## config.mk

```make
export PLATFORM = sky130hd
export DESIGN_NAME = modport_bridge
export DESIGN_NICKNAME = d
export VERILOG_FILES = /design/src/rtl/ahb_apb_pkg.sv /design/src/rtl/ahb_apb_strb.sv /design/src/rtl/modport_bridge.sv
export SDC_FILE = /design/constraint.sdc
export NUM_CORES = 1
export LEC_CHECK = 0
export CAP_MARGIN = 0
export CORE_ASPECT_RATIO = 1.4
export CORE_MARGIN = 2
export CORE_UTILIZATION = 30
export CTS_CLUSTER_SIZE = 28
export DETAILED_ROUTE_END_ITERATION = 10
export HOLD_SLACK_MARGIN = 0.08
export SLEW_MARGIN = 20
export SYNTH_ARGS = -nofsm -noshare
export SYNTH_HDL_FRONTEND = slang
export SYNTH_HIERARCHICAL = 1
export SYNTH_SLANG_ARGS = --single-unit
```

## constraint.sdc

```tcl
create_clock -name HCLK -period 1.95 [get_ports HCLK]
set_input_delay 0.39 -clock HCLK [delete_from_list [all_inputs] [get_ports HCLK]]
set_output_delay 0.39 -clock HCLK [all_outputs]
set_load 0.05 [all_outputs]
```

## src/rtl/ahb_apb_pkg.sv

```systemverilog
// Shared encodings for the AHB-Lite to APB4 bridge.
// Transfer types, responses, FSM states and size codes.
package ahb_apb_pkg;

   typedef enum logic [1:0] {
      HTRANS_IDLE   = 2'd0,
      HTRANS_BUSY   = 2'd1,
      HTRANS_NONSEQ = 2'd2,
      HTRANS_SEQ    = 2'd3
   } htrans_e;

   typedef enum logic [1:0] {
      HRESP_OKAY  = 2'd0,
      HRESP_ERROR = 2'd1
   } hresp_e;

   typedef enum logic [2:0] {
      ST_IDLE   = 3'd0,
      ST_WDATA  = 3'd1,
      ST_SETUP  = 3'd2,
      ST_ACCESS = 3'd3,
      ST_ERR1   = 3'd4,
      ST_ERR2   = 3'd5
   } bridge_state_e;

   localparam logic [2:0] SIZE_BYTE = 3'd0;
   localparam logic [2:0] SIZE_HALF = 3'd1;
   localparam logic [2:0] SIZE_WORD = 3'd2;

endpackage

```

## src/rtl/ahb_apb_strb.sv

```systemverilog
// Byte-lane strobe and alignment check for one AHB beat.
// Sizes above a word are reported as illegal.
module ahb_apb_strb
   import ahb_apb_pkg::*;
(
   input  logic [2:0] size,
   input  logic [1:0] addr,
   output logic [3:0] strb,
   output logic       legal
);

   always_comb begin
      strb  = 4'b0000;
      legal = 1'b0;
      unique case (1'b1)
         (size == SIZE_BYTE): begin
            legal = 1'b1;
            strb  = 4'b0001 << addr;
         end
         (size == SIZE_HALF): begin
            legal = ~addr[0];
            strb  = addr[1] ? 4'b1100 : 4'b0011;
         end
         (size == SIZE_WORD): begin
            legal = (addr == 2'b00);
            strb  = 4'b1111;
         end
         default: ;
      endcase
   end

endmodule

```

## src/rtl/modport_bridge.sv

```systemverilog
// AHB-Lite subordinate to APB4 requester, one beat outstanding.
// Each accepted beat becomes one APB transfer; HREADY stalls AHB.
module modport_bridge
   import ahb_apb_pkg::*;
(
   input  logic        HCLK,
   input  logic        HRESETn,
   input  logic        HSEL,
   input  logic [31:0] HADDR,
   input  logic [1:0]  HTRANS,
   input  logic        HWRITE,
   input  logic [2:0]  HSIZE,
   input  logic [2:0]  HBURST,
   input  logic [3:0]  HPROT,
   input  logic [31:0] HWDATA,
   output logic [31:0] HRDATA,
   output logic        HREADY,
   output logic [1:0]  HRESP,
   output logic [31:0] PADDR,
   output logic        PSEL,
   output logic        PENABLE,
   output logic        PWRITE,
   output logic [31:0] PWDATA,
   output logic [3:0]  PSTRB,
   output logic [2:0]  PPROT,
   input  logic [31:0] PRDATA,
   input  logic        PREADY,
   input  logic        PSLVERR
);

   bridge_state_e state, state_nx;
   logic [3:0]    strb;
   logic          legal;
   logic          active;
   logic          accept;
   logic          unused;

   assign unused = ^{HBURST, HPROT[3:2]};

   ahb_apb_strb u_strb (
      .size  (HSIZE),
      .addr  (HADDR[1:0]),
      .strb  (strb),
      .legal (legal)
   );

   assign active = htrans_e'(HTRANS) inside {HTRANS_NONSEQ, HTRANS_SEQ};
   assign accept = HSEL & active & HREADY;

   always_ff @(posedge HCLK) begin
      if (!HRESETn)
         state <= ST_IDLE;
      else
         state <= state_nx;
   end

   always_comb begin
      state_nx = state;
      unique case (state)
         ST_IDLE, ST_ERR2: begin
            if (!accept)
               state_nx = ST_IDLE;
            else if (!legal)
               state_nx = ST_ERR1;
            else if (HWRITE)
               state_nx = ST_WDATA;
            else
               state_nx = ST_SETUP;
         end
         ST_WDATA:  state_nx = ST_SETUP;
         ST_SETUP:  state_nx = ST_ACCESS;
         ST_ACCESS: begin
            if (PREADY)
               state_nx = PSLVERR ? ST_ERR1 : ST_IDLE;
         end
         ST_ERR1:   state_nx = ST_ERR2;
         default:   state_nx = ST_IDLE;
      endcase
   end

   // Handshake outputs decode the state register only.
   always_comb begin
      HREADY  = 1'b0;
      HRESP   = HRESP_OKAY;
      PSEL    = 1'b0;
      PENABLE = 1'b0;
      unique case (state)
         ST_IDLE:   HREADY = 1'b1;
         ST_WDATA:  ;
         ST_SETUP:  PSEL = 1'b1;
         ST_ACCESS: begin
            PSEL    = 1'b1;
            PENABLE = 1'b1;
         end
         ST_ERR1:   HRESP = HRESP_ERROR;
         ST_ERR2: begin
            HREADY = 1'b1;
            HRESP  = HRESP_ERROR;
         end
         default:   HREADY = 1'b1;
      endcase
   end

   always_ff @(posedge HCLK) begin
      if (!HRESETn) begin
         PADDR  <= '0;
         PWRITE <= 1'b0;
         PWDATA <= '0;
         PSTRB  <= '0;
         PPROT  <= '0;
         HRDATA <= '0;
      end else begin
         if (accept && legal) begin
            PADDR  <= HADDR;
            PWRITE <= HWRITE;
            PSTRB  <= HWRITE ? strb : 4'b0000;
            PPROT  <= {~HPROT[0], 1'b0, HPROT[1]};
         end
         if (state == ST_WDATA)
            PWDATA <= HWDATA;
         if (state == ST_ACCESS && PREADY && !PSLVERR && !PWRITE)
            HRDATA <= PRDATA;
      end
   end

endmodule

```

## Word-level counts from Yosys, hierarchy flattened

Index checks and enable logic that the tools add are counted.

- Input port bits: 114
- Register bits after elaboration: 106
- Output and inout bits: 109
- Word-level logic and storage cells: 50

- Reduce and logical (&&, ||, !) cells: 14
- Muxes and demuxes: 14
- Shift-type cells: 1
- Equality and inequality tests: 10
- Bitwise gates (word level): 4

Operators by type and width:

| cell | number |
|---|---|
| one-hot mux 3 bit (5 select lines) | 1 |
| two-way mux 3 bit | 4 |
| one-hot mux 4 bit (3 select lines) | 1 |
| == test 3 x 2 -> 1 bit, second input constant | 3 |
| two-way mux 4 bit | 2 |
| == test 3 x 1 -> 1 bit, second input constant | 2 |
| == test 3 bit, second input constant | 2 |
| logical NOT 3 bit | 2 |
| OR reduction 2 bit | 3 |
| == test 2 bit, second input constant | 2 |
| logical AND 1 bit | 4 |
| two-way mux 1 bit | 4 |
| OR reduction 4 bit | 1 |
| << shifter 1 x 2 -> 4 bit, first input constant | 1 |
| one-hot mux 1 bit (3 select lines) | 1 |
| AND 1 bit | 2 |
| logical NOT 1 bit | 2 |
| logical NOT 2 bit | 1 |
| two-way mux 2 bit | 1 |
| inequality test 2 bit, second input constant | 1 |
| inverter 1 bit | 2 |
| nonzero test 2 bit | 1 |

## Longest topological paths before layout

- Depth in word-level cells: 6
- Mapped depth: 8
- Gate-level depth less buffers: 6

## Cells and area by module

The synthesis kept the hierarchy.

Modules (own cells, without submodules):

| module | instances | seq. area each (um^2) | cells an instance | area each (um^2) |
|---|---|---|---|---|
| modport_bridge | 1 | 2122.0 | 491 | 4285.4 |
| ahb_apb_strb | 1 | 0.0 | 16 | 77.6 |

## Least setup slack after synthesis

OpenSTA, ideal clock, no wires.

- Path type: reg-to-output
- From: reg state[2]
- To: out PENABLE
- Buffers on the path: 2
- Data arrival time: 1.922 ns
- Path slack: -0.362 ns
- Cell stages (with the launch flop): 6
- Required time: 1.560 ns
- Path through: dfxtp_1 -> buf_2 -> nand2b_1 -> inv_2 -> clkbuf_1 -> and2_1

- Cells in the longest elaborated chain, start to end: 2

Ends and longest elaborated chain:

| item | line | source |
|---|---|---|
| start, declared | modport_bridge.sv:31 | `bridge_state_e state, state_nx;` |
| start signal, assigned | modport_bridge.sv:54 | `state <= state_nx;` |
| == test 3 x 2 -> 1 bit | modport_bridge.sv:87 | `unique case (state)` |
| two-way mux 1 bit | modport_bridge.sv:87 |  |
| end, declared | modport_bridge.sv:21 | `output logic PENABLE,` |

No other way between the ends.

## Worst setup path in the final report

- From: reg PWDATA[0]
- To: out PWDATA[0]

RTL lines:

| item | line | source |
|---|---|---|
| start, declared | modport_bridge.sv:23 | `output logic [31:0] PWDATA,` |
| start signal, assigned | modport_bridge.sv:108 | `PWDATA <= '0;` |
| start signal, assigned | modport_bridge.sv:120 | `PWDATA <= HWDATA;` |

No word-level cell between the ends.

==> results.cfg <==
[detailed_routing]
post-route-drc-count = 0
postRouteWirelength_mm = 13.2
drtIter0Drc = 121
detail_route.first_pass.iterations = 4
routedWlPerCell_um = 14.7
vias = 4202
avgViaCountPerCell = 4.65
antenna_left = 0

[final_layout]
antenna_cells = 0
synthToLayoutAreaGrowth_pct = 64.1
stdcell_area_mm2 = 0.00716
nets = 823
mostFrequentLayoutCell = clkdlybuf4s50_1
drive_above_1_share = 0.0938
most-common-layout-cells = clkdlybuf4s50_1, nand2_1, dfxtp_1, a21boi_0, mux2i_1

[cts]
clk_path_buf_depth = 2
clock-sinks = 106
cts_buffers = 9
hold_buffers = 0
htree_levels = 3
postCtsSetupBuffers = 0
clockRootBuffer = clkbuf_16
clkTransAtPathRegs_ps = 80
clk_latency_ps = 350
cts_tree = yes

[floorplan]
start_util = 0.305
chipHeight_um = 147
dieArea_mm2 = 0.0155
rows = 52
fp.coreArea_mm2 = 0.0143
die_w_um = 106
ios = 223

[sta]
slew_headroom = 0.616
setup_viol = 0
max_freq_mhz = 524
hold_violations = 0
slew_violations = 0
finClkSkew_ps = 11.2
tns_ps = 0
grt_setup_unrepaired = no
min_period_over_period = 0.979
fin_worst_hold_slack_ps = 454
post-route-min-period_ps = 1910
tightest_slew_ps = 575

[worst_setup_path]
arrival_ps = 1520
r2r_end = PSTRB[1]$_SDFFE_PN0P_
reg2reg_setup_slack_ps = 410
worst_r2r_path_depth = 4
crit_type = register to output pin
path_buf_inv = 1
r2r-start = state[2]$_SDFFE_PN0P_
path_max_fanout = 2
worstPathRequired_ps = 1560
cp-startpoint = PWDATA[0]$_SDFFE_PN0P_
crit_chain = clkdlybuf4s50_1
cp-start-kind = register
crit_path_max_incr_delay_ps = 830
cp_slowest_cell = clkdlybuf4s50_1
cp-end-kind = output pin
critical-path-top-delay-family = buffers and inverters

[synthesis]
synth_area_per_cell_um2 = 8.61
synth_cells = 507
synth-seq-cells = 106
synthesis.area_mm2 = 0.00436
synthDistinctLibCells = 37
seq_area_frac_synth = 0.486
yosysWarnings = 6

[pwr]
p_total_uw = 5420
leakagePower_uw = 0.00263
power_density_mw_per_mm2 = 757
ir_drop_uv = 392

[global_routing]
grt_max_degree = 47
grt_pass1_wl_mm = 21.2
antenna_found_initial = 0
grt_util_all_layers = 0.171
grt-ovfl-total = 0
grt_pass1_vias = 4188

[hold_path]
min_to = PWDATA[5]$_SDFFE_PN0P_
hp-start = PWDATA[5]$_SDFFE_PN0P_
hold_path_class = register to register
holdPathStages = 2

[placed_design]
placed_cell_area_mm2 = 0.00677
hpwlAfterDp_mm = 9.59
gp_congestion = 0.763
numPortBuffers = 214

[run_status]
status = finished clean

[job]
maxCapViolCount = 0
-- flip-flops by register name, summed over array words and instances (netlist names) --
name,count
state,3
PSTRB,4
PPROT,2
PWDATA,32
PWRITE,1
HRDATA,32
PADDR,32
-- cells in the mapped netlist --
library cell / count / share of area
a21boi_0: 42 / 0.072
buf_4: 4 / 0.0069
or3_1: 1 / 0.0014
mux2i_1: 39 / 0.089
nor2_1: 5 / 0.0043
o311a_1: 1 / 0.0023
nand2b_1: 4 / 0.0057
and2_1: 1 / 0.0014
a21oi_1: 5 / 0.0057
nand4bb_1: 1 / 0.0026
nor3b_2: 1 / 0.0029
nand3_1: 38 / 0.044
buf_8: 1 / 0.0034
nor3_1: 2 / 0.0023
or3b_2: 1 / 0.0020
a21o_2: 1 / 0.0020
clkbuf_1: 35 / 0.030
o211ai_1: 1 / 0.0017
inv_1: 2 / 0.0017
nand3b_1: 1 / 0.0017
dfxtp_1: 106 / 0.49
conb_1: 1 / 0.00086
nand2_1: 138 / 0.12
and3_1: 1 / 0.0014
buf_6: 1 / 0.0026
o2bb2ai_1: 1 / 0.0020
nor3b_1: 1 / 0.0017
buf_2: 4 / 0.0046
xor2_1: 1 / 0.0020
o21ai_0: 36 / 0.041
inv_2: 1 / 0.00086
or3_4: 1 / 0.0026
a21oi_4: 1 / 0.0037
nor2b_1: 2 / 0.0029
nor4bb_1: 1 / 0.0023
a21boi_1: 24 / 0.041
o21ai_1: 1 / 0.0011
-- worst min-delay path: cells and delay by family (launching register included) --
kind,cells,cell delay [ps]
and+or+nand+nor,1,50
DFF,1,310
AOI/OAI and AO/OA,1,50
-- stage by stage --
step / util / worst slack, ps / instances
finish: 0.500 / 40.4 / 903
global route: 0.500 / 2.51 / 903
CTS: 0.496 / 17.8 / 902
detailed placement: 0.473 / -237 / 886
global placement: 0.473 / -163 / 886
floorplan: - / 74.8 / 508
-- worst max-delay path by stage --
stage                                  to  slack (ps)  depth (start not counted)
floorplan                         PENABLE          70                          5
global placement    PSTRB[1]$_SDFFE_PN0P_        -160                          8
detailed placement  PPROT[2]$_SDFFE_PN0P_        -240                          8
CTS                             PADDR[22]          20                          1
global route                    PADDR[26]           3                          1
finish                          PWDATA[0]          40                          1
-- area by class of cell --
type	instances	area, um2
clock buffer	10	239
clock inverter	6	95.1
fill	1351	7160
inverter	3	13.8
multi-input combinational	354	2060
sequential	106	2120
tap	189	236
timing repair buffer	235	2390
-- logic make-up (layout without fill, tap and decap cells) --
group,Yosys count,count (layout),synth area share
simple gates,199,199,0.198
buf+inv,48,254,0.0502
other cells,1,2,0.000860
mux,39,39,0.0895
xor+xnor,1,1,0.00201
flops,106,106,0.486
compound gates,113,113,0.174
-- layer usage --
layer | track usage | wire [um] | up-vias
li1 | - | - | 2099
met1 | 0.187 | 5270 | 1942
met2 | 0.311 | 6810 | 138
met3 | 0.0368 | 765 | 23
met4 | 0.0816 | 394 | 0
met5 | 0 | 0 | -
-- power by group --
part	internal [uW]	switching (uW)	leakage, uW
logic	494	617	0.00160
clock network	1180	844	0.000164
registers	2240	51.6	0.000857
total	3910	1510	0.00263
-- repair_timing --
item                       in CTS  in global routing
setup endpoints to repair       1                 19
gates resized for setup         2                 11
pin swaps                       0                  0
gates cloned                    0                  1
(Power assumes the default switching activity.)
